$ cat src/rtl/booth_div_pkg.sv
// Shared types and sizing helpers for the sequential signed divider.
package booth_div_pkg;

    typedef enum logic [1:0] {
        IDLE,
        CALC,
        FIX,
        DONE
    } state_t;

    localparam int WIDTH_DEF = 6;

    function automatic int cnt_w(input int w);
        return $clog2(w + 1);
    endfunction

endpackage

$ cat src/rtl/booth_div_step.sv
// One restoring-division step on unsigned magnitudes.
module div_step #(
    parameter int width = 6
) (
    input  logic [width:0] rem_i,
    input  logic [width:0] dvs_i,
    input  logic           bit_i,
    output logic [width:0] rem_o,
    output logic           q_o
);

    logic [width+1:0] shifted;
    logic [width+1:0] diff;
    logic [width+1:0] nxt;

    always_comb begin
        shifted = {rem_i, bit_i};
        diff    = shifted - {1'b0, dvs_i};
        q_o     = ~diff[width+1];
        nxt     = q_o ? diff : shifted;
        // Partial remainder stays below the divisor, so the top bit is always zero.
        rem_o   = (width+1)'(nxt);
    end

endmodule

$ cat src/rtl/booth_div.sv
// Sequential signed divider: restoring division on magnitudes, then sign fix.
module booth_div
    import booth_div_pkg::*;
#(
    parameter int width = WIDTH_DEF
) (
    input  logic             clk,
    input  logic             rst_n,
    input  logic             start,
    input  logic [width-1:0] in1,
    input  logic [width-1:0] in2,
    output logic             busy,
    output logic             done,
    output logic [width-1:0] quo,
    output logic [width-1:0] rem,
    output logic             div_zero,
    output logic             ovf
);

    localparam int CW = cnt_w(width);

    state_t           state_q, state_d;
    logic [CW-1:0]    cnt_q;
    logic [width:0]   prem_q;
    logic [width:0]   dvs_q;
    logic [width-1:0] dvd_q;
    logic [width-1:0] a_q;
    logic             sa_q, sb_q, dz_q;
    logic             busy_q, done_q, dz_out_q, ovf_q;
    logic [width-1:0] quo_q, rem_q;

    logic [width:0]   step_rem;
    logic             step_q;
    logic             last_step, zero_in2, q_neg, q_max;
    logic [width-1:0] rmag;

    div_step #(.width(width)) u_step (
        .rem_i (prem_q),
        .dvs_i (dvs_q),
        .bit_i (dvd_q[width-1]),
        .rem_o (step_rem),
        .q_o   (step_q)
    );

    assign last_step = (cnt_q == CW'(width - 1));
    assign zero_in2  = (in2 == '0);
    assign q_neg     = sa_q ^ sb_q;
    assign rmag      = prem_q[width-1:0];
    assign q_max     = (dvd_q == {1'b1, {(width-1){1'b0}}});

    always_comb begin
        state_d = state_q;
        case (state_q)
            IDLE:    if (start) state_d = zero_in2 ? FIX : CALC;
            CALC:    if (last_step) state_d = FIX;
            FIX:     state_d = DONE;
            DONE:    state_d = IDLE;
            default: state_d = IDLE;
        endcase
    end

    always_ff @(posedge clk or negedge rst_n) begin
        if (!rst_n) begin
            state_q <= IDLE;
            busy_q  <= 1'b0;
            done_q  <= 1'b0;
        end else begin
            state_q <= state_d;
            busy_q  <= (state_d != IDLE);
            done_q  <= (state_d == DONE);
        end
    end

    // The dividend register doubles as the quotient shift register.
    always_ff @(posedge clk or negedge rst_n) begin
        if (!rst_n) begin
            cnt_q    <= '0;
            prem_q   <= '0;
            dvs_q    <= '0;
            dvd_q    <= '0;
            a_q      <= '0;
            sa_q     <= 1'b0;
            sb_q     <= 1'b0;
            dz_q     <= 1'b0;
            quo_q    <= '0;
            rem_q    <= '0;
            dz_out_q <= 1'b0;
            ovf_q    <= 1'b0;
        end else begin
            case (state_q)
                IDLE: begin
                    if (start) begin
                        cnt_q  <= '0;
                        prem_q <= '0;
                        a_q    <= in1;
                        sa_q   <= in1[width-1];
                        sb_q   <= in2[width-1];
                        dz_q   <= zero_in2;
                        dvd_q  <= in1[width-1] ? -in1 : in1;
                        dvs_q  <= {1'b0, (in2[width-1] ? -in2 : in2)};
                    end
                end
                CALC: begin
                    prem_q <= step_rem;
                    dvd_q  <= {dvd_q[width-2:0], step_q};
                    cnt_q  <= cnt_q + 1'b1;
                end
                FIX: begin
                    if (dz_q) begin
                        quo_q    <= '1;
                        rem_q    <= a_q;
                        dz_out_q <= 1'b1;
                        ovf_q    <= 1'b0;
                    end else begin
                        quo_q    <= q_neg ? -dvd_q : dvd_q;
                        dz_out_q <= 1'b0;
                        ovf_q    <= q_max & ~q_neg;
                        if (q_max & ~q_neg) rem_q <= '0;
                        else                rem_q <= sa_q ? -rmag : rmag;
                    end
                end
                default: ;
            endcase
        end
    end

    assign busy     = busy_q;
    assign done     = done_q;
    assign quo      = quo_q;
    assign rem      = rem_q;
    assign div_zero = dz_out_q;
    assign ovf      = ovf_q;

endmodule

$ cat config.mk
export PLATFORM = sky130hd
export DESIGN_NAME = booth_div
export DESIGN_NICKNAME = d
export VERILOG_FILES = /design/src/rtl/booth_div_pkg.sv /design/src/rtl/booth_div_step.sv /design/src/rtl/booth_div.sv
export SDC_FILE = /design/constraint.sdc
export NUM_CORES = 1
export LEC_CHECK = 0
export CORE_MARGIN = 2
export CORE_UTILIZATION = 56
export CTS_CLUSTER_SIZE = 10
export DETAILED_ROUTE_END_ITERATION = 7
export HOLD_SLACK_MARGIN = 0.06
export MAX_ROUTING_LAYER = met4
export PLACE_DENSITY = 0.88
export SLEW_MARGIN = 10
export SYNTH_ARGS = -nofsm -noshare
export SYNTH_HDL_FRONTEND = slang
export SYNTH_SLANG_ARGS = --single-unit
$ cat constraint.sdc
create_clock -name clk -period 2.3 [get_ports clk]
set_input_delay 0.23 -clock clk [delete_from_list [all_inputs] [get_ports clk]]
set_output_delay 0.23 -clock clk [all_outputs]
set_load 0.01 [all_outputs]
== Yosys cells after proc, flatten, opt, wreduce, memory -nomap -nowiden ==
Cells that the tools add are included.

* Register bits: 49
* Bits in latches: 0
* RAM bits: 0
* ROM bits: 0
* Input port bits: 15
* Output and inout bits: 16
* Word-level logic and storage cells: 58
* Memories: 0

* $add $sub $neg: 6
* $mul: 0
* Divide/modulo/power cells: 0
* $lt $le $gt $ge: 0
* Equality and inequality tests: 7
* Shift-type cells: 0
* Multiplexer cells: 20
* Bitwise gates (word level): 4
* Reduce and logical (&&, ||, !) cells: 6

{| class="wikitable"
|+ Operators with widths
! kind !! count
|-
| 6-bit two-way mux || 8
|-
| 6-bit negation || 4
|-
| 7-bit two-way mux || 2
|-
| 7-bit one-hot mux with 2 select lines || 1
|-
| 6-bit one-hot mux with 2 select lines || 1
|-
| 2-bit one-hot mux with 4 select lines || 1
|-
| 8-bit by 6-bit subtractor with 8-bit output || 1
|-
| 2-bit == test (second input constant) || 3
|-
| 6-bit == test (second input constant) || 1
|-
| 6-bit zero test || 1
|-
| 2-bit two-way mux || 3
|-
| 3-bit one-hot mux with 2 select lines || 1
|-
| 2-bit AND reduction || 2
|-
| 2-bit nonzero test || 2
|-
| 3-bit by 1-bit adder with 3-bit output (second input constant) || 1
|-
| 3-bit == test (second input constant) || 1
|-
| 3-bit two-way mux || 1
|-
| 2-bit by 1-bit == test with 1-bit output (second input constant) || 1
|-
| 2-bit zero test || 1
|-
| 1-bit two-way mux || 2
|-
| 2-bit inequality test (second input constant) || 1
|-
| 1-bit inverter || 2
|-
| 1-bit bitwise AND || 1
|-
| 1-bit XOR || 1
|}

== Depth between registers and ports, before layout ==
Gate-level depths: netlist of the first run.

* Depth after elaboration: 5
* Depth in mapped cells: 10
* Depth with buffers taken out: 10

== Cells and area by module ==
A second synthesis of the first run with hierarchy kept.

* Cells, all modules: 306
* Area total of the unflattened synthesis: 2780.2 µm²

{| class="wikitable"
|+ Modules (own cells, without submodules)
! module !! times used !! cells each !! area each (µm²) !! seq. area each (µm²)
|-
| booth_div || 1 || 249 || 2334.7 || 1201.2
|-
| div_step || 1 || 57 || 445.4 || 0.0
|}

== Least setup slack after synthesis of the first run ==
No wires, ideal clock.

* Kind: flip-flop to flip-flop
* Start point: register prem_q[2]
* End point: register prem_q[1]
* Setup time: 131 ps
* Arrival time: 1972 ps
* Required time: 2169 ps
* Path slack: 197 ps
* Cell stages (with the launch flop): 8
* Buffers on the path: 0
* Period minus slack after synthesis: 2103 ps
* Cell sequence: dfrtp_1 ha_1 nor2b_4 o2111ai_1 a31o_4 nor3_4 mux2i_1 o21ai_1

* Cells in the longest elaborated chain, start to end: 3

{| class="wikitable"
|+ Ends and longest elaborated chain
! element !! RTL line !! text
|-
| from (decl) || booth_div.sv:24 || <nowiki>logic [width:0] prem_q;</nowiki>
|-
| from (signal assigned) || booth_div.sv:104 || <nowiki>prem_q <= step_rem;</nowiki>
|-
| 8-bit by 6-bit subtractor with 8-bit output || booth_div_step.sv:18 || <nowiki>diff = shifted - {1'b0, dvs_i};</nowiki>
|-
| 7-bit two-way mux || booth_div_step.sv:20 || <nowiki>nxt = q_o ? diff : shifted;</nowiki>
|-
| 7-bit one-hot mux with 2 select lines || booth_div.sv:90 || <nowiki>case (state_q)</nowiki>
|}

No other way between the ends.
A chain may end at the register's enable or synchronous reset.

== Worst setup path in the final report of the first run ==
* Start point: register dvd_q[5]
* End point: register prem_q[6]

* Cells in the longest elaborated chain, start to end: 3

{| class="wikitable"
|+ Ends and longest elaborated chain
! element !! RTL line !! text
|-
| from (decl) || booth_div.sv:26 || <nowiki>logic [width-1:0] dvd_q;</nowiki>
|-
| from (signal assigned) || booth_div.sv:99 || <nowiki>dvd_q <= in1[width-1] ? -in1 : in1;</nowiki>
|-
| from (signal assigned) || booth_div.sv:105 || <nowiki>dvd_q <= {dvd_q[width-2:0], step_q};</nowiki>
|-
| 8-bit by 6-bit subtractor with 8-bit output || booth_div_step.sv:18 ||
|-
| 7-bit two-way mux || booth_div_step.sv:20 ||
|-
| 7-bit one-hot mux with 2 select lines || booth_div.sv:90 ||
|}

No other way between the ends.

==> results.cfg, run 1 <==
[outcome]
outcome = finished, final reports clean

[synthesis]
synth_area_per_cell_um2 = 8.950
ys_ff_latch = 48
syn_inst = 301
yosysSeqAreaShare_pct = 44.59
yosysTopAreaCell = dfrtp_1
synth.net_count = 329
synth.top_cell.area_share_pct = 44.59
synthTopCellsByArea = dfrtp_1 45%, nand2_1 7.8%, ha_1 5.6%, o21ai_0 4.3%, xnor2_1 4.2%
synthArstFlopShare_pct = 100.0
synth-main-ff-cell = dfrtp_1
synthDistinctLibCells = 44
synth_area_um2 = 2694
synth_warnings = 0
synth-edff-count = 0

[pwr]
power.switching_mw = 2.264
power.density_nw_per_um2 = 1619
combPwrFrac_pct = 59.0
pwr-share-seq_pct = 29.3
p_sw_share_pct = 42.28
clkPwrFrac_pct = 11.8
p_int_mw = 3.091
p_leak_nw = 1.485
ir_drop_v = 0.0008091

[worst_setup_path]
crit_chain = inv_1, ha_1, inv_1, fa_2, a211oi_2, o21ai_0, a21oi_1, nor4b_4, xnor2_1, o21ai_1
rr_endpoint = prem_q[6]
cp_max_fo = 4
startpoint = dvd_q[5]
worst-r2r-cell-count = 10
cp_slowest_stage_delay_ns = 0.42
critical_path_class = reg2reg
slowest_stage = dfrtp_1
cpLargestDelayFamily = compound AO/OA/AOI/OAI gates
cp.arrival_ns = 2.40
cpMostUsedCell = inv_1
critPathLaunchType = register
r2r_start = dvd_q[5]
cp.required_ns = 2.49
ff2ff_setup_slack_ns = 0.09
cp-end-kind = register
path_buf_inv = 2

[timing]
fin_ws_ns = 0.08859
fmax_mhz = 452.2
hold_ws_ns = 0.3644
drv_slew = 0
fin_skew_ns = 0.01117
relSlewSlack_pct = 55.67
setup-violations-final = 0
worstMarginPinSlew_ns = 0.6649
finalHoldViolCount = 0
fin_crit_ns = 2.211
fin_crit_sh_pct = 96.15

[placement]
portBuffers = 30
dp_hpwl_mm = 4.563
dp_cells = 389
place_congestion = 0.8958
post-place-ws_ns = -0.01791

[die]
io_pins = 31
die-area_um2 = 5381
initial_core_util_pct = 57.41
coreArea_um2 = 4692
die_w_um = 73.36
die_h_um = 73.36
rows = 25

[clocking]
numCtsBuffers = 5
clockRootBuffer = clkbuf_8
cts_tree = built
cts.path.max_buffers = 2
clock_latency_ns = 0.31
htree_levels = 2
clkTransAtPathRegs_ns = 0.10
clkSinkCount = 48

[drt]
vias_per_cell = 5.910
first_pass_iters = 5
drc = 0
wl_per_cell_um = 15.84
vias = 2358
first_iter_violations = 181
routed_wl_mm = 6.322
ant_nets = 0

[grt]
gr-usage-all-layers_pct = 25.91
grt_first_pass_wirelength_mm = 10.39
antenna_found_initial = 0
grt_pass1_vias = 2242
grt_max_degree = 34
overflow = 0

[final_layout]
n_antenna_cell = 0
layout_common_cells = 56 x nand2_1, 48 x dfrtp_1, 29 x clkdlybuf4s50_1
final_util_pct = 70.48
layout_commonest_cell = nand2_1
syn_to_final_growth_pct = 22.76
final-instance-count-excl-fill = 399
num-nets-final = 372
drive_gt1_share_pct = 10.14
nFillCells = 353

[run]
max-cap-violations = 0

[worst_hold_path]
hold_class = in2async
-- kinds of logic (layout without fill, tap and decap cells) --
logic type | after synthesis | after routing | synth area share, %
buf+inv | 28 | 72 | 3.948
fa+ha+maj | 13 | 13 | 6.317
flops | 48 | 48 | 44.59
xor+xnor | 18 | 18 | 5.852
mux | 5 | 5 | 1.858
simple gates | 120 | 120 | 20.95
compound gates | 69 | 69 | 16.49
-- worst max path at each step --
stage               slack (ns)        end  cells past startpoint
floorplan                 0.20  prem_q[1]                      7
finish                    0.09  prem_q[6]                     10
CTS                       0.06  prem_q[2]                      8
detailed placement       -0.02  prem_q[6]                     10
global route             -0.04  prem_q[6]                     10
global placement          0.09  prem_q[6]                     10
-- sequential cells by signal, summed over array words and instances, names as in the netlist --
name and flops:
cnt_q 3, busy 1, done 1, quo 6, dz_q 1, state_q 2
dvs_q 6, ovf 1, a_q 6, sb_q 1, dvd_q 6, rem 6
div_zero 1, prem_q 7
-- what timing repair did --
action	4_1_cts	5_1_grt
setup buffers	0	1
endpoints found under the hold margin	17	0
pin swaps	0	1
endpoints found under the setup margin	1	6
hold buffers	1	0
resized for setup	1	5
-- final cells by class --
| type | count | area [um2] | share of cell area [%] |
|---|---|---|---|
| multi-input cells | 225 | 1425 | 43.10 |
| flip-flops and latches | 48 | 1201 | 36.32 |
| repair buffers | 46 | 430.4 | 13.02 |
| clock buffers | 5 | 68.82 | 2.081 |
| inverters | 18 | 67.56 | 2.043 |
| well taps | 54 | 67.56 | 2.043 |
| clock inverters | 3 | 46.29 | 1.400 |
-- cell usage after synthesis, types with 3 or more instances --
master	count
o31ai_1	3
mux2i_1	5
nand2_1	56
inv_1	18
o21ai_1	4
clkbuf_1	9
a21oi_1	14
dfrtp_1	48
nor2_1	27
o21ai_0	23
nor2b_1	4
ha_1	12
a22oi_1	3
xor2_1	5
nand2b_1	3
nor3_1	6
xnor2_1	13
a221oi_1	6
nand3_1	9
-- worst register-to-register path: stages, from the launching register on --
cell and delay, ns:
dfrtp_1 0.42, inv_1 0.10, ha_1 0.17, inv_1 0.06, fa_2 0.37, a211oi_2 0.20
o21ai_0 0.13, a21oi_1 0.19, nor4b_4 0.23, xnor2_1 0.15, o21ai_1 0.07
-- per-stage QoR --
step | area (um2) | TNS (ns) | total power, mW
2_1_floorplan | 2694 | 0 | 3.490
3_3_place_gp | 3123 | 0 | 4.331
3_5_place_dp | 3123 | -0.01791 | 4.444
4_1_cts | 3254 | 0 | 5.109
5_1_grt | 3307 | -0.05871 | 5.773
6_report | 3307 | 0 | 5.355
-- routing by layer --
| layer | share of wire [%] | track usage [%] | vias to the layer above |
|---|---|---|---|
| met5 | 0 | - | - |
| met2 | 50 | 40.74 | 92 |
| li1 | - | - | 1123 |
| met3 | 5.7 | 6.036 | 13 |
| met1 | 42 | 33.00 | 1130 |
| met4 | 1.6 | 9.293 | 0 |
-- power by group through the flow --
| stage | Combinational (mW) | Sequential, mW | Clock [mW] |
|---|---|---|---|
| floorplan | 1.92 | 1.57 | 0 |
| global placement | 2.78 | 1.55 | 0 |
| detailed placement | 2.87 | 1.57 | 0 |
| CTS | 2.91 | 1.55 | 0.640 |
| global route | 3.49 | 1.62 | 0.666 |
| finish | 3.16 | 1.57 | 0.630 |
Note: power is estimated with default switching activity, not from simulation.
==> run 2: changes to the inputs <==
CORE_MARGIN = unset   (was 2)
==> run 2 against run 1 <==
The run now ends with DRC left. Wire length grew 1.6%. Sequential cell count unchanged. Final cell count shrank 1.3%. Cell area decreased by 0.64%. Clock-buffer cell count unchanged. First-iteration DRC count up 20%. Clock skew down 0.0049 ns.
==> results.cfg, run 2 (same netlist as run 1, synthesis figures left out) <==
[clocking]
htree_levels = 2
cts_tree = built
cts.path.max_buffers = 2
clockRootBuffer = clkbuf_8
clkTransAtPathRegs_ns = 0.08
numCtsBuffers = 5
clock_latency_ns = 0.30
clkSinkCount = 48

[timing]
fin_skew_ns = 0.006238
fin_ws_ns = 0.01372
fmax_mhz = 437.4
hold_ws_ns = 0.4790
setup_tns_ns = 0
worstMarginPinSlew_ns = 0.6622
fin_crit_ns = 2.286
drv_slew = 0
setup-violations-final = 0
relSlewSlack_pct = 55.86
finalHoldViolCount = 0
fin_crit_sh_pct = 99.40

[final_layout]
layout_commonest_cell = nand2_1
num-nets-final = 371
final-instance-count-excl-fill = 394
n_antenna_cell = 0
final_util_pct = 73.43
syn_to_final_growth_pct = 21.97
regMostFlops = prem_q
drive_gt1_share_pct = 9.942
fin_area_um2 = 3286
largest_reg_flops = 7
layout_common_cells = 56 x nand2_1, 47 x dfrtp_1, 29 x clkdlybuf4s50_1

[pwr]
power.switching_mw = 2.245
clkPwrFrac_pct = 11.0
p_leak_nw = 1.472
power_mw = 5.286
p_sw_share_pct = 42.47
combPwrFrac_pct = 59.1
ir_drop_v = 0.0009368
power.density_nw_per_um2 = 1609
p_int_mw = 3.041
pwr-share-seq_pct = 29.9

[worst_setup_path]
cp_max_fo = 3
cp_slowest_stage_delay_ns = 0.44
path_buf_inv = 2
cp-end-kind = register
cpLargestDelayFamily = compound AO/OA/AOI/OAI gates
critical_path_class = reg2reg
cpMostUsedCell = inv_1
cp.arrival_ns = 2.46
slowest_stage = fa_1
critPathLaunchType = register
cp.required_ns = 2.48
crit_chain = inv_1, ha_1, inv_1, fa_1, a211oi_2, o21ai_0, a21oi_1, nor4b_4, xnor2_1, o21ai_1

[placement]
dp_cells = 385
post-place-ws_ns = 0.07925
place_area_um2 = 3105
dp_hpwl_mm = 4.412
place_congestion = 0.8752
portBuffers = 30

[die]
coreArea_um2 = 4474
die_h_um = 71.36
io_pins = 31
die_w_um = 71.36
die-area_um2 = 5092
rows = 24
initial_core_util_pct = 60.21

[drt]
first_pass_iters = 6
wl_per_cell_um = 16.30
vias = 2352
vias_per_cell = 5.970
ant_nets = 0
first_iter_violations = 217
drc = 1
routed_wl_mm = 6.421

[grt]
overflow = 0
grt_first_pass_wirelength_mm = 10.62
antenna_found_initial = 0
grt_pass1_vias = 2192
grt_max_degree = 34
gr-usage-all-layers_pct = 28.09

[worst_hold_path]
hold_class = reg2reg

[outcome]
outcome = complete, but fails checks
violations = DRC

[run]
max-cap-violations = 0
==> run 2: area by class of cell <==
class	instances	area (um2)
clock buffer	5	68.82
clock inverter	1	30.03
fill	322	1189
inverter	18	67.56
multi-input combinational	225	1441
sequential	48	1202
tap	52	65.06
timing repair buffer	45	410.4
==> run 2: power by group through the flow <==
stage | clock [mW] | sequential, mW | combinational, mW
6_report | 0.582 | 1.58 | 3.13
5_1_grt | 0.620 | 1.63 | 3.42
4_1_cts | 0.590 | 1.57 | 2.83
3_5_place_dp | 0 | 1.58 | 2.80
3_3_place_gp | 0 | 1.55 | 2.74
2_1_floorplan | 0 | 1.57 | 1.92
==> run 2: metal layers <==
metal  up-vias  track usage (%)  wire, um
met4         0            8.222       104
met1      1133            37.47      2729
met5         -                -         0
met3        13            5.485       351
met2        85            43.92      3235
li1       1121                -         -
==> run 2: worst paths after layout <==
kind                            slack (ns)   endpoint  cells after the start      from
worst max-delay path                  0.01  prem_q[6]                     10  dvd_q[5]
worst min-delay path                  0.48     quo[0]                      2    quo[0]
max in group asynchronous             1.19   dvd_q[1]                      3     rst_n
min in group asynchronous             0.49   dvs_q[0]                      2     rst_n
worst max register to register        0.01  prem_q[6]                     10  dvd_q[5]
worst min register to register        0.48     quo[0]                      2    quo[0]
==> run 2: what timing repair did <==
action / 4_1_cts / 5_1_grt
resized for setup: 0 / 8
hold buffers: 1 / 0
endpoints found under the setup margin: 0 / 7
buffers inserted: 0 / 2
endpoints found under the hold margin: 28 / 0
==> run 2: worst reg2reg max path, delay by kind of cell, from the launching register on <==
family	cells	cell delay, ns
buf+inv	2	0.12
simple gates	1	0.26
xor+xnor	1	0.16
compound gates	4	0.63
fa+ha+maj	2	0.60
flops	1	0.39
==> run 3: changes to the inputs <==
CAP_MARGIN = 20   (was unset)
SETUP_SLACK_MARGIN = 0.4   (was unset)
==> run 3 against run 2 <==
Critical endpoint is now prem_q[2]. First-iteration DRC count down 0.46%. Worst setup slack better by 0.14 ns. Worst hold slack better by 0.0030 ns. The run still ends with DRC left.
==> results.cfg, run 3 (same netlist as run 1, synthesis figures left out) <==
[die]
io_pins = 31
die_h_um = 71.36
rows = 24
initial_core_util_pct = 60.21
die_w_um = 71.36
die-area_um2 = 5092
coreArea_um2 = 4474

[outcome]
outcome = complete, but fails checks
violations = DRC

[grt]
antenna_found_initial = 0
grt_max_degree = 41
gr-usage-all-layers_pct = 29.24
grt_first_pass_wirelength_mm = 11.04
grt_pass1_vias = 2341
overflow = 0

[final_layout]
fin_area_um2 = 3467
nFillCells = 293
regArea_um2 = 1202
multiInputGateArea_um2 = 1521
syn_to_final_growth_pct = 28.70
num-nets-final = 380
regMostFlops = prem_q
layout_common_cells = 55 x nand2_1, 47 x dfrtp_1, 29 x clkdlybuf4s50_1
final_util_pct = 77.49
n_antenna_cell = 0
largest_reg_flops = 7
drive_gt1_share_pct = 17.00
layout_commonest_cell = nand2_1

[drt]
vias_per_cell = 6.074
first_pass_iters = 7
routed_wl_mm = 6.865
drc = 1
first_iter_violations = 216
ant_nets = 0
wl_per_cell_um = 16.95
vias = 2460

[worst_setup_path]
critPathLaunchType = register
cp_max_fo = 8
worst-r2r-cell-count = 8
cp-end-kind = register
crit_chain = ha_4, nor2b_4, o2111ai_4, a31o_4, nor3_4, buf_12, mux2i_1, o21ai_1
cp.arrival_ns = 2.32
critical_path_class = reg2reg
slowest_stage = dfrtp_2
cp.required_ns = 2.47
cp_slowest_stage_delay_ns = 0.44

[clocking]
cts.path.max_buffers = 2
numCtsBuffers = 5
clockRootBuffer = clkbuf_8
clkTransAtPathRegs_ns = 0.10
cts_tree = built
htree_levels = 2
clock_latency_ns = 0.31
clkSinkCount = 48

[timing]
fin_crit_ns = 2.148
rsz0062_at_grt = true
setup-violations-final = 0
relSlewSlack_pct = 42.31
fmax_mhz = 465.5
fin_crit_sh_pct = 93.40
fin_skew_ns = 0.01012
setup_tns_ns = 0
finalHoldViolCount = 0
worstMarginPinSlew_ns = 0.8654
drv_slew = 0
fin_ws_ns = 0.1519

[pwr]
ir_drop_v = 0.0009942
power_mw = 5.847
p_leak_nw = 1.539
p_sw_share_pct = 42.69
power.switching_mw = 2.496
power.density_nw_per_um2 = 1686
combPwrFrac_pct = 62.0
p_int_mw = 3.351
pwr-share-seq_pct = 27.3
clkPwrFrac_pct = 10.7

[run]
max-cap-violations = 0

[placement]
place_area_um2 = 3120
post-place-ws_ns = 0.08227
portBuffers = 30
dp_hpwl_mm = 4.553
place_congestion = 0.9255

[worst_hold_path]
hold_class = reg2reg
worstHoldPathCells = 2
-- run 3: cell count changes in the layout (fill, tap and decap cells not counted), sizes merged --
cell,change
buf,+9
clkinv,+2
-- run 3: final timing paths --
check                          start   endpoint  slack (ns)
setup / recovery           prem_q[2]  prem_q[2]        0.15
hold / removal                quo[0]     quo[0]        0.48
setup reg to reg           prem_q[2]  prem_q[2]        0.15
hold reg to reg               quo[0]     quo[0]        0.48
max in group asynchronous      rst_n  prem_q[2]        1.05
min in group asynchronous      rst_n   div_zero        0.56
-- run 3: worst max-delay path, delay by kind of cell, from the launching register on --
family	cells	cell delay, ns
fa+ha+maj	1	0.27
flops	1	0.44
mux	1	0.19
compound gates	3	0.59
buf+inv	1	0.15
simple gates	2	0.37
-- run 3: per-layer routing --
layer  up-vias  routed length [um]  global-route usage [%]
met5         -                   0                       -
met4         0                 143                   10.89
li1       1144                   -                       -
met2       103                3411                   46.67
met1      1196                2919                   37.92
met3        17                 391                   4.641
-- run 3: power groups by stage --
stage                     logic [mW]  registers (mW)  clock network, mW
after floorplan                 2.00            1.58                  0
after global placement          2.79            1.57                  0
after detailed placement        2.89            1.60                  0
after CTS                       3.30            1.56              0.636
after global routing            3.94            1.64              0.666
final                           3.62            1.60              0.628
-- run 3: layout make-up --
cell class / count / share of cell area [%]
clock inverter: 3 / 1.371
clock buffer: 5 / 1.985
inverter: 18 / 1.949
multi-input combinational: 225 / 43.88
tap: 52 / 1.877
sequential: 48 / 34.68
timing repair buffer: 54 / 14.25
-- run 3: per-stage QoR --
stage                     instances  hold WS (ns)
after floorplan                 301      -0.06559
after global placement          382        0.3784
after detailed placement        382        0.3848
after CTS                       398        0.4841
after global routing            405        0.5067
final                           405        0.4820
-- run 3: timing repair --
action / CTS / global route
gates resized for setup: 8 / 13
hold endpoints to repair: 29 / 0
setup buffers: 7 / 7
setup endpoints to repair: 8 / 9
pin swaps: 7 / 12
hold buffers: 1 / 0
